`config.mk`:
```
export PLATFORM = sky130hd
export DESIGN_NAME = seq_isqrt
export DESIGN_NICKNAME = d
export VERILOG_FILES = /design/src/rtl/seq_isqrt_pkg.sv /design/src/rtl/isqrt_step.sv /design/src/rtl/seq_isqrt.sv
export SDC_FILE = /design/constraint.sdc
export NUM_CORES = 1
export LEC_CHECK = 0
export ABC_CLOCK_PERIOD_IN_PS = 4700
export BUFFER_PORTS_ARGS = -buffer_cell sky130_fd_sc_hd__buf_2
export CAP_MARGIN = 20
export CORE_ASPECT_RATIO = 0.6
export CORE_MARGIN = 5
export CORE_UTILIZATION = 43
export DETAILED_ROUTE_END_ITERATION = 10
export PLACE_DENSITY = 0.7
export RECOVER_POWER = 50
export SLEW_MARGIN = 20
export SYNTH_ARGS = -nofsm -noshare
export SYNTH_HDL_FRONTEND = slang
export SYNTH_SLANG_ARGS = --single-unit
```
`constraint.sdc`:
```
create_clock -name clk -period 4.7 [get_ports clk]
set_input_delay 0.94 -clock clk [delete_from_list [all_inputs] [get_ports clk]]
set_output_delay 0.94 -clock clk [all_outputs]
set_load 0.01 [all_outputs]
```
`src/rtl/seq_isqrt_pkg.sv`:
```
// seq_isqrt_pkg: shared state type and width helpers for the sequential integer square root.
package seq_isqrt_pkg;

    typedef enum logic [1:0] {IDLE, CALC, DONE} isqrt_state_t;

    // Radicand bits consumed per iteration.
    localparam int unsigned ISQRT_BITS_PER_STEP = 2;

    function automatic int unsigned isqrt_root_w(input int unsigned w);
        return w / 2;
    endfunction

    function automatic int unsigned isqrt_rem_w(input int unsigned w);
        return w / 2 + 1;
    endfunction

    // The iteration counter counts down from this value to zero.
    function automatic int unsigned isqrt_last_iter(input int unsigned w);
        return w / 2 - 1;
    endfunction

endpackage

```
`src/rtl/isqrt_step.sv`:
```
// isqrt_step: one combinational digit-by-digit square-root iteration.
module isqrt_step #(
    parameter int unsigned RW = 4,
    parameter int unsigned MW = RW + 1
) (
    input  logic [MW:0]   i_rem,
    input  logic [RW-1:0] i_root,
    input  logic [1:0]    i_bits,
    output logic [MW:0]   o_rem,
    output logic [RW-1:0] o_root
);

    logic [MW:0] w_rem_sh;
    logic [MW:0] w_trial;
    logic        w_take;

    assign w_rem_sh = (i_rem << 2) | (MW+1)'(i_bits);
    assign w_trial  = (MW+1)'({i_root, 2'b01});
    assign w_take   = (w_rem_sh >= w_trial);

    assign o_rem  = w_take ? (w_rem_sh - w_trial) : w_rem_sh;
    assign o_root = (i_root << 1) | RW'(w_take);

endmodule

```
`src/rtl/seq_isqrt.sv`:
```
// seq_isqrt: multi-cycle floor(sqrt(X)) with remainder, valid/ready on both sides.
// Optional self-check output chk_err when SEQ_ISQRT_CHECK_EN is defined.
module seq_isqrt
    import seq_isqrt_pkg::*;
#(
    parameter int unsigned W = 8
) (
    input  logic                         clk,
    input  logic                         rst_n,
    input  logic                         in_valid,
    output logic                         in_ready,
    input  logic [W-1:0]                 in_x,
    output logic                         out_valid,
    input  logic                         out_ready,
    output logic [isqrt_root_w(W)-1:0]   out_root,
    output logic [isqrt_rem_w(W)-1:0]    out_rem
`ifdef SEQ_ISQRT_CHECK_EN
    ,
    output logic                         chk_err
`endif
);

    localparam int unsigned RW = isqrt_root_w(W);
    localparam int unsigned MW = isqrt_rem_w(W);
    localparam int unsigned CW = (RW > 1) ? $clog2(RW) : 1;

    isqrt_state_t  r_state;
    logic          r_in_ready;
    logic          r_out_valid;
    logic [RW-1:0] r_out_root;
    logic [MW-1:0] r_out_rem;
    logic [CW-1:0] r_count;
    logic [W-1:0]  r_shift;
    logic [MW:0]   r_rem;
    logic [RW-1:0] r_root;

    logic [MW:0]   w_rem_nxt;
    logic [RW-1:0] w_root_nxt;
    logic          w_last;

    isqrt_step #(
        .RW(RW),
        .MW(MW)
    ) u_step (
        .i_rem  (r_rem),
        .i_root (r_root),
        .i_bits (r_shift[W-1 -: ISQRT_BITS_PER_STEP]),
        .o_rem  (w_rem_nxt),
        .o_root (w_root_nxt)
    );

    assign w_last = (r_state == CALC) && (r_count == '0);

    always_ff @(posedge clk or negedge rst_n) begin
        if (!rst_n) begin
            r_state     <= IDLE;
            r_in_ready  <= 1'b0;
            r_out_valid <= 1'b0;
            r_out_root  <= '0;
            r_out_rem   <= '0;
            r_count     <= '0;
            r_shift     <= '0;
            r_rem       <= '0;
            r_root      <= '0;
        end else begin
            unique case (r_state)
                IDLE: begin
                    r_in_ready <= 1'b1;
                    if (in_valid && r_in_ready) begin
                        r_shift    <= in_x;
                        r_rem      <= '0;
                        r_root     <= '0;
                        r_count    <= CW'(isqrt_last_iter(W));
                        r_in_ready <= 1'b0;
                        r_state    <= CALC;
                    end
                end
                CALC: begin
                    r_shift <= r_shift << ISQRT_BITS_PER_STEP;
                    r_rem   <= w_rem_nxt;
                    r_root  <= w_root_nxt;
                    if (r_count == '0) begin
                        // Results are captured straight from the final step so out_valid rises on this edge.
                        r_out_valid <= 1'b1;
                        r_out_root  <= w_root_nxt;
                        r_out_rem   <= w_rem_nxt[MW-1:0];
                        r_state     <= DONE;
                    end else begin
                        r_count <= r_count - 1'b1;
                    end
                end
                DONE: begin
                    if (out_ready) begin
                        r_out_valid <= 1'b0;
                        r_in_ready  <= 1'b1;
                        r_state     <= IDLE;
                    end
                end
                default: r_state <= IDLE;
            endcase
        end
    end

    assign in_ready  = r_in_ready;
    assign out_valid = r_out_valid;
    assign out_root  = r_out_root;
    assign out_rem   = r_out_rem;

`ifdef SEQ_ISQRT_CHECK_EN
    logic [W-1:0]  r_x;
    logic          r_chk_err;
    logic [W-1:0]  w_sq;
    logic [MW-1:0] w_rem_out;
    logic          w_chk;

    assign w_rem_out = w_rem_nxt[MW-1:0];

    // Shift-and-add array multiplier squaring the final root.
    always_comb begin
        w_sq = '0;
        for (int unsigned i = 0; i < RW; i++) begin
            if (w_root_nxt[i]) begin
                w_sq = w_sq + (W'(w_root_nxt) << i);
            end
        end
    end

    assign w_chk = (({1'b0, w_sq} + (W+1)'(w_rem_out)) != {1'b0, r_x})
                || (w_rem_out > {w_root_nxt, 1'b0});

    always_ff @(posedge clk or negedge rst_n) begin
        if (!rst_n) begin
            r_x       <= '0;
            r_chk_err <= 1'b0;
        end else begin
            if (r_state == IDLE && in_valid && r_in_ready) begin
                r_x <= in_x;
            end
            if (w_last) begin
                r_chk_err <= w_chk;
            end else if (r_state == DONE && out_ready) begin
                r_chk_err <= 1'b0;
            end
        end
    end

    assign chk_err = r_chk_err;
`else
    logic w_unused;
    assign w_unused = w_last;
`endif

endmodule

```
== Yosys cells after proc, flatten, opt, wreduce, memory -nomap -nowiden ==
Index checks and enable logic that the tools add are counted.

* Eq/ne operators: 6
* Bitwise logic cells: 2
* Mux-type cells: 20
* $lt $le $gt $ge: 1
* Add/subtract/negate cells: 2
* Reduce and logical (&&, ||, !) cells: 12

{| class="wikitable"
|+ Operator list
! operator !! count
|-
| one-hot mux 4 bit (2 select lines) || 2
|-
| one-hot mux 8 bit (2 select lines) || 1
|-
| two-way mux 2 bit || 5
|-
| AND reduction 3 bit || 3
|-
| two-way mux 4 bit || 2
|-
| two-way mux 8 bit || 1
|-
| >= comparator 6 bit || 1
|-
| != test 2 bit (second input constant) || 3
|-
| bitwise OR 6 x 2 -> 6 bit || 1
|-
| one-hot mux 2 bit (3 select lines) || 1
|-
| AND reduction 2 bit || 3
|-
| nonzero test 2 bit || 3
|-
| two-way mux 5 bit || 1
|-
| subtractor 5 bit || 1
|-
| logical NOT 2 bit || 2
|-
| two-way mux 1 bit || 4
|-
| bitwise OR 4 x 1 -> 4 bit || 1
|-
| one-hot mux 1 bit (2 select lines) || 2
|-
| one-hot mux 2 bit (2 select lines) || 1
|-
| == test 2 x 1 -> 1 bit (second input constant) || 1
|-
| == test 2 bit (second input constant) || 1
|-
| != test 2 x 1 -> 1 bit (second input constant) || 1
|-
| subtractor 2 x 1 -> 2 bit (second input constant) || 1
|-
| logical AND 1 bit || 1
|}

* Output and inout port bits: 11
* Logic and storage cells: 52
* Bits of input ports: 12
* Bits in registers: 31

== Depth between registers and ports, before layout ==
* Word-level depth: 4
* Mapped depth: 8
* Depth with buffers taken out: 7

== Hierarchy ==
From an unflattened synthesis, not the netlist that was laid out.

* Cells, all modules: 141
* Area total of the unflattened synthesis: 1766.7 um2

{| class="wikitable"
|+ Modules (own cells, without submodules)
! module !! instances !! cells an instance !! area an instance (um2) !! sequential area each (um2)
|-
| seq_isqrt || 1 || 99 || 1410.1 || 825.8
|-
| isqrt_step || 1 || 42 || 356.6 || 0.0
|}

== Worst setup path after synthesis ==
No wires, ideal clock.

* Path kind: register -> register
* Start: register r_rem[2]
* End: register r_out_rem[1] (netlist: out_rem[1])
* Stages on the path, launching flop included: 8
* Clock period less this slack: 1.850 ns
* Data arrival time: 1.722 ns
* Path buffers: 1
* Path slack: 2.850 ns
* Data required time: 4.572 ns
* Setup time: 0.128 ns
* Cells stage by stage: dfrtp_1 ha_1 a21oi_2 nand2_1 a211o_1 buf_6 mux2i_1 mux2_1

* Cells in the longest elaborated chain, start to end: 3

{| class="wikitable"
|+ Ends and longest elaborated chain
! what !! line !! source
|-
| from (decl) || seq_isqrt.sv:34 || <nowiki>logic [MW:0] r_rem;</nowiki>
|-
| from (signal assigned) || seq_isqrt.sv:80 || <nowiki>r_rem <= w_rem_nxt;</nowiki>
|-
| bitwise OR 6 x 2 -> 6 bit || isqrt_step.sv:17 || <nowiki>assign w_rem_sh = (i_rem << 2) | (MW+1)'(i_bits);</nowiki>
|-
| >= comparator 6 bit || isqrt_step.sv:19 || <nowiki>assign w_take = (w_rem_sh >= w_trial);</nowiki>
|-
| two-way mux 5 bit || isqrt_step.sv:21 || <nowiki>assign o_rem = w_take ? (w_rem_sh - w_trial) : w_rem_sh;</nowiki>
|-
| to (signal assigned) || seq_isqrt.sv:86 || <nowiki>r_out_rem <= w_rem_nxt[MW-1:0];</nowiki>
|-
| to (decl) || seq_isqrt.sv:31 || <nowiki>logic [MW-1:0] r_out_rem;</nowiki>
|}

Every way passes these cells.
A chain may end at the register's enable or synchronous reset.

==> reports/qor.csv <==
metric,value,unit
WP data arrival,2.12,ns
Crit path buffers/inverters,1,
Synth Instances,147,
Worst setup EP type,asynchronous set/reset pin,
GRT overflow,0,
Setup crit start,rst_n,
unrepaired setup endpoints after global routing,no,
WP depth,1,
I/O pins,23,
Pins Over Slew Limit,32,
Clock Skew,0.00756,ns
fill count,306,
Seq cells post-synth,31,
First DRT Iteration DRCs,48,
core area,3300,um2
crit path cell chain,clkbuf_1,
root buffer cell,clkbuf_8,
Synth Cell Area,1500,um2
Post-Route WL,2.79,mm
worst path required time,4.78,ns
"CP delay by family, top",buffers and inverters,
status,"complete, but fails checks",
largest family of logic cells by synthesized area,compound AO/OA/AOI/OAI gates,
via/cell ratio,4.99,
drt pass-1 iters,4,
layout cell share with drive strength beyond 1,0.209,
Setup crit end,r_state[0],
Die Width,86.4,um
Synth Area in Compound Gates,0.143,
# nets final,190,
setup repair bufs after CTS,0,
"Clk Latency, worst-skew pair",0.28,ns
final period utilization,0.435,
clk slew on worst S/H paths,0.06,ns
hpwl dp,2.07,mm
flop2flop setup slack,2.69,ns
Worst path max stage delay,1.18,ns
syn_area_per_cell,10.2,um2
r2r endpoint,out_rem[1],
Die Area,4820,um2
CTS H-Tree Depth,2,
largest net degree at the start of global routing,32,
Max Cap Violations,1,
Post-Synth XOR/XNOR Area,0.0283,
synthesized net count,166,
Synth Area in Simple Gates,0.111,
Bufs on Longest Clock Path,2,
Post-CTS Hold Fix Bufs,0,
CTS tree,yes,
CP max stage cell,clkbuf_1,
post-synthesis adder-cell area fraction,0.0582,
Routed Antenna Nets,0,
Initial Util,0.455,
Total GRT Usage,0.130,
Lkg Pwr,0.000873,uW
Hold Path Origin,r_count[0],
hold depth,1,
Clock Sinks,31,
r2r startpoint,r_rem[2],
fmax,489,MHz
crit path kind,in -> async,
Hold WC Path Type,reg -> reg,
Rel. slew slack,-0.108,
pwr/cell area,806,nW/um2
register area share after synthesis,0.516,
mux contribution to synthesized area,0.0965,
DR WL/cell,12.9,um
Worst-Margin Slew,1.66,ns
crit start category,primary input,
die height,55.8,um
number of global-route vias before repair,1095,
CP max FO,31,
first-pass GRT wire length,4.87,mm
initial antenna violation count,0,
final setup TNS,0,ns
Worst Reg-to-Reg Cells,6,
Final Hold Viols,0,
multi-input logic area,658,um2
Cell Rows,16,
PortBufs,22,
"top cells by area, synth","dfrtp_1 (52%), mux2i_1 (6.7%), o21ai_0 (6.7%)",
RePlAce Congestion,0.817,
area share of the largest cell type after synthesis,0.516,
Synth cell types,28,
Vias,1082,
VDD IR max,0.000350,V
# resized after CTS,0,
Synth area leader,dfrtp_1,
sequential cell area,776,um2
total CTS buffers,5,
Tmin final,2.04,ns
Area growth syn-to-layout,16.8,%
DRC viols,0,
Synthesis Warnings,0,
hold_ws,0.464,ns
violated checks,"max-capacitance violations, max-slew violations",
# diodes,0,
endpoints failing setup,0,
## registers in the layout, summed over array words and instances (netlist names)
register / cells
r_shift: 8
out_rem: 5
out_root: 4
r_rem: 4
r_root: 4
r_count: 2
r_state: 2
in_ready: 1
out_valid: 1
## worst min path at each step
stage / to / slack (ns)
2_1_floorplan: r_count[0] / 0.44
3_3_place_gp: r_count[0] / 0.45
3_5_place_dp: r_count[0] / 0.46
4_1_cts: r_count[0] / 0.47
5_1_grt: r_count[0] / 0.48
6_report: r_count[0] / 0.46
## cells by family after synthesis
logic type               count (synthesis)
XOR/XNOR                                 4
multiplexers                            14
flip-flops                              31
AO/OA/AOI/OAI                           37
buffers and inverters                   16
AND/OR/NAND/NOR                         38
adder cells (fa/ha/maj)                  7
## worst reg2reg max path, cell delays in order, from the launching register on
cell     delay (ns)
dfrtp_1        0.41
ha_1           0.38
a21oi_2        0.15
nand2_1        0.06
a211o_1        0.43
mux2i_1        0.18
mux2_1         0.29
## stage by stage
step	worst slack [ns]	total power (uW)	std cells	util	area, um2
after floorplan	2.85	1020	147	-	1500
after global placement	2.72	1140	209	0.497	1640
after detailed placement	2.68	1160	209	0.497	1640
after CTS	2.68	1440	217	0.533	1760
after global routing	2.25	1550	217	0.532	1760
final	2.66	1420	217	0.532	1760
## report_power, final
group / internal (uW) / switching, uW
Clock: 171 / 97.6
Combinational: 305 / 373
Sequential: 387 / 81.6
## metal layers
layer,up-vias,global-route usage,routed length [um]
met1,510,0.167,1400
met5,-,0,0
li1,545,-,-
met2,24,0.187,1190
met4,0,0.0600,21
met3,3,0.0533,177
## synth_stat cells
cell type / n
a211o_1: 1
a21o_1: 1
a21oi_1: 8
a21oi_2: 1
a22o_1: 2
a22o_2: 1
a22oi_1: 2
buf_2: 2
buf_6: 1
clkbuf_1: 2
dfrtp_1: 31
ha_1: 7
inv_1: 10
inv_2: 1
mux2_1: 1
mux2_2: 3
mux2i_1: 10
nand2_1: 24
nand2b_1: 2
nand3_1: 1
nand4_1: 1
nor2_1: 9
nor2_8: 1
o21a_1: 1
o21ai_0: 20
xnor2_1: 2
xnor2_2: 1
xor2_1: 1
## cells in the final DEF, fill, tap and decap left out
master,netlist,layout
dfrtp_1,31,31
nand2_1,24,24
o21ai_0,20,20
buf_2,2,20
inv_1,10,10
mux2i_1,10,10
nor2_1,9,9
a21oi_1,8,8
ha_1,7,7
clkbuf_8,0,6
mux2_2,3,3
a22oi_1,2,2
xnor2_1,2,2
a22o_1,2,2
nand2b_1,2,2
clkbuf_1,2,2
inv_2,1,1
nor2_8,1,1
a21o_1,1,1
nand3_1,1,1
a21oi_2,1,1
nand4_1,1,1
a211o_1,1,1
xnor2_2,1,1
o21a_1,1,1
a22o_2,1,1
xor2_1,1,1
mux2_1,1,1
bufinv_16,0,1
clkinv_2,0,1
## layout make-up
type                       count  share of cell area
inverter                      11              0.0235
clock buffer                   6              0.0470
sequential                    31               0.442
tap                           45              0.0321
clock inverter                 2              0.0199
timing repair buffer          22              0.0613
multi-input combinational    100               0.375
Power figures use the tool's default switching activity.
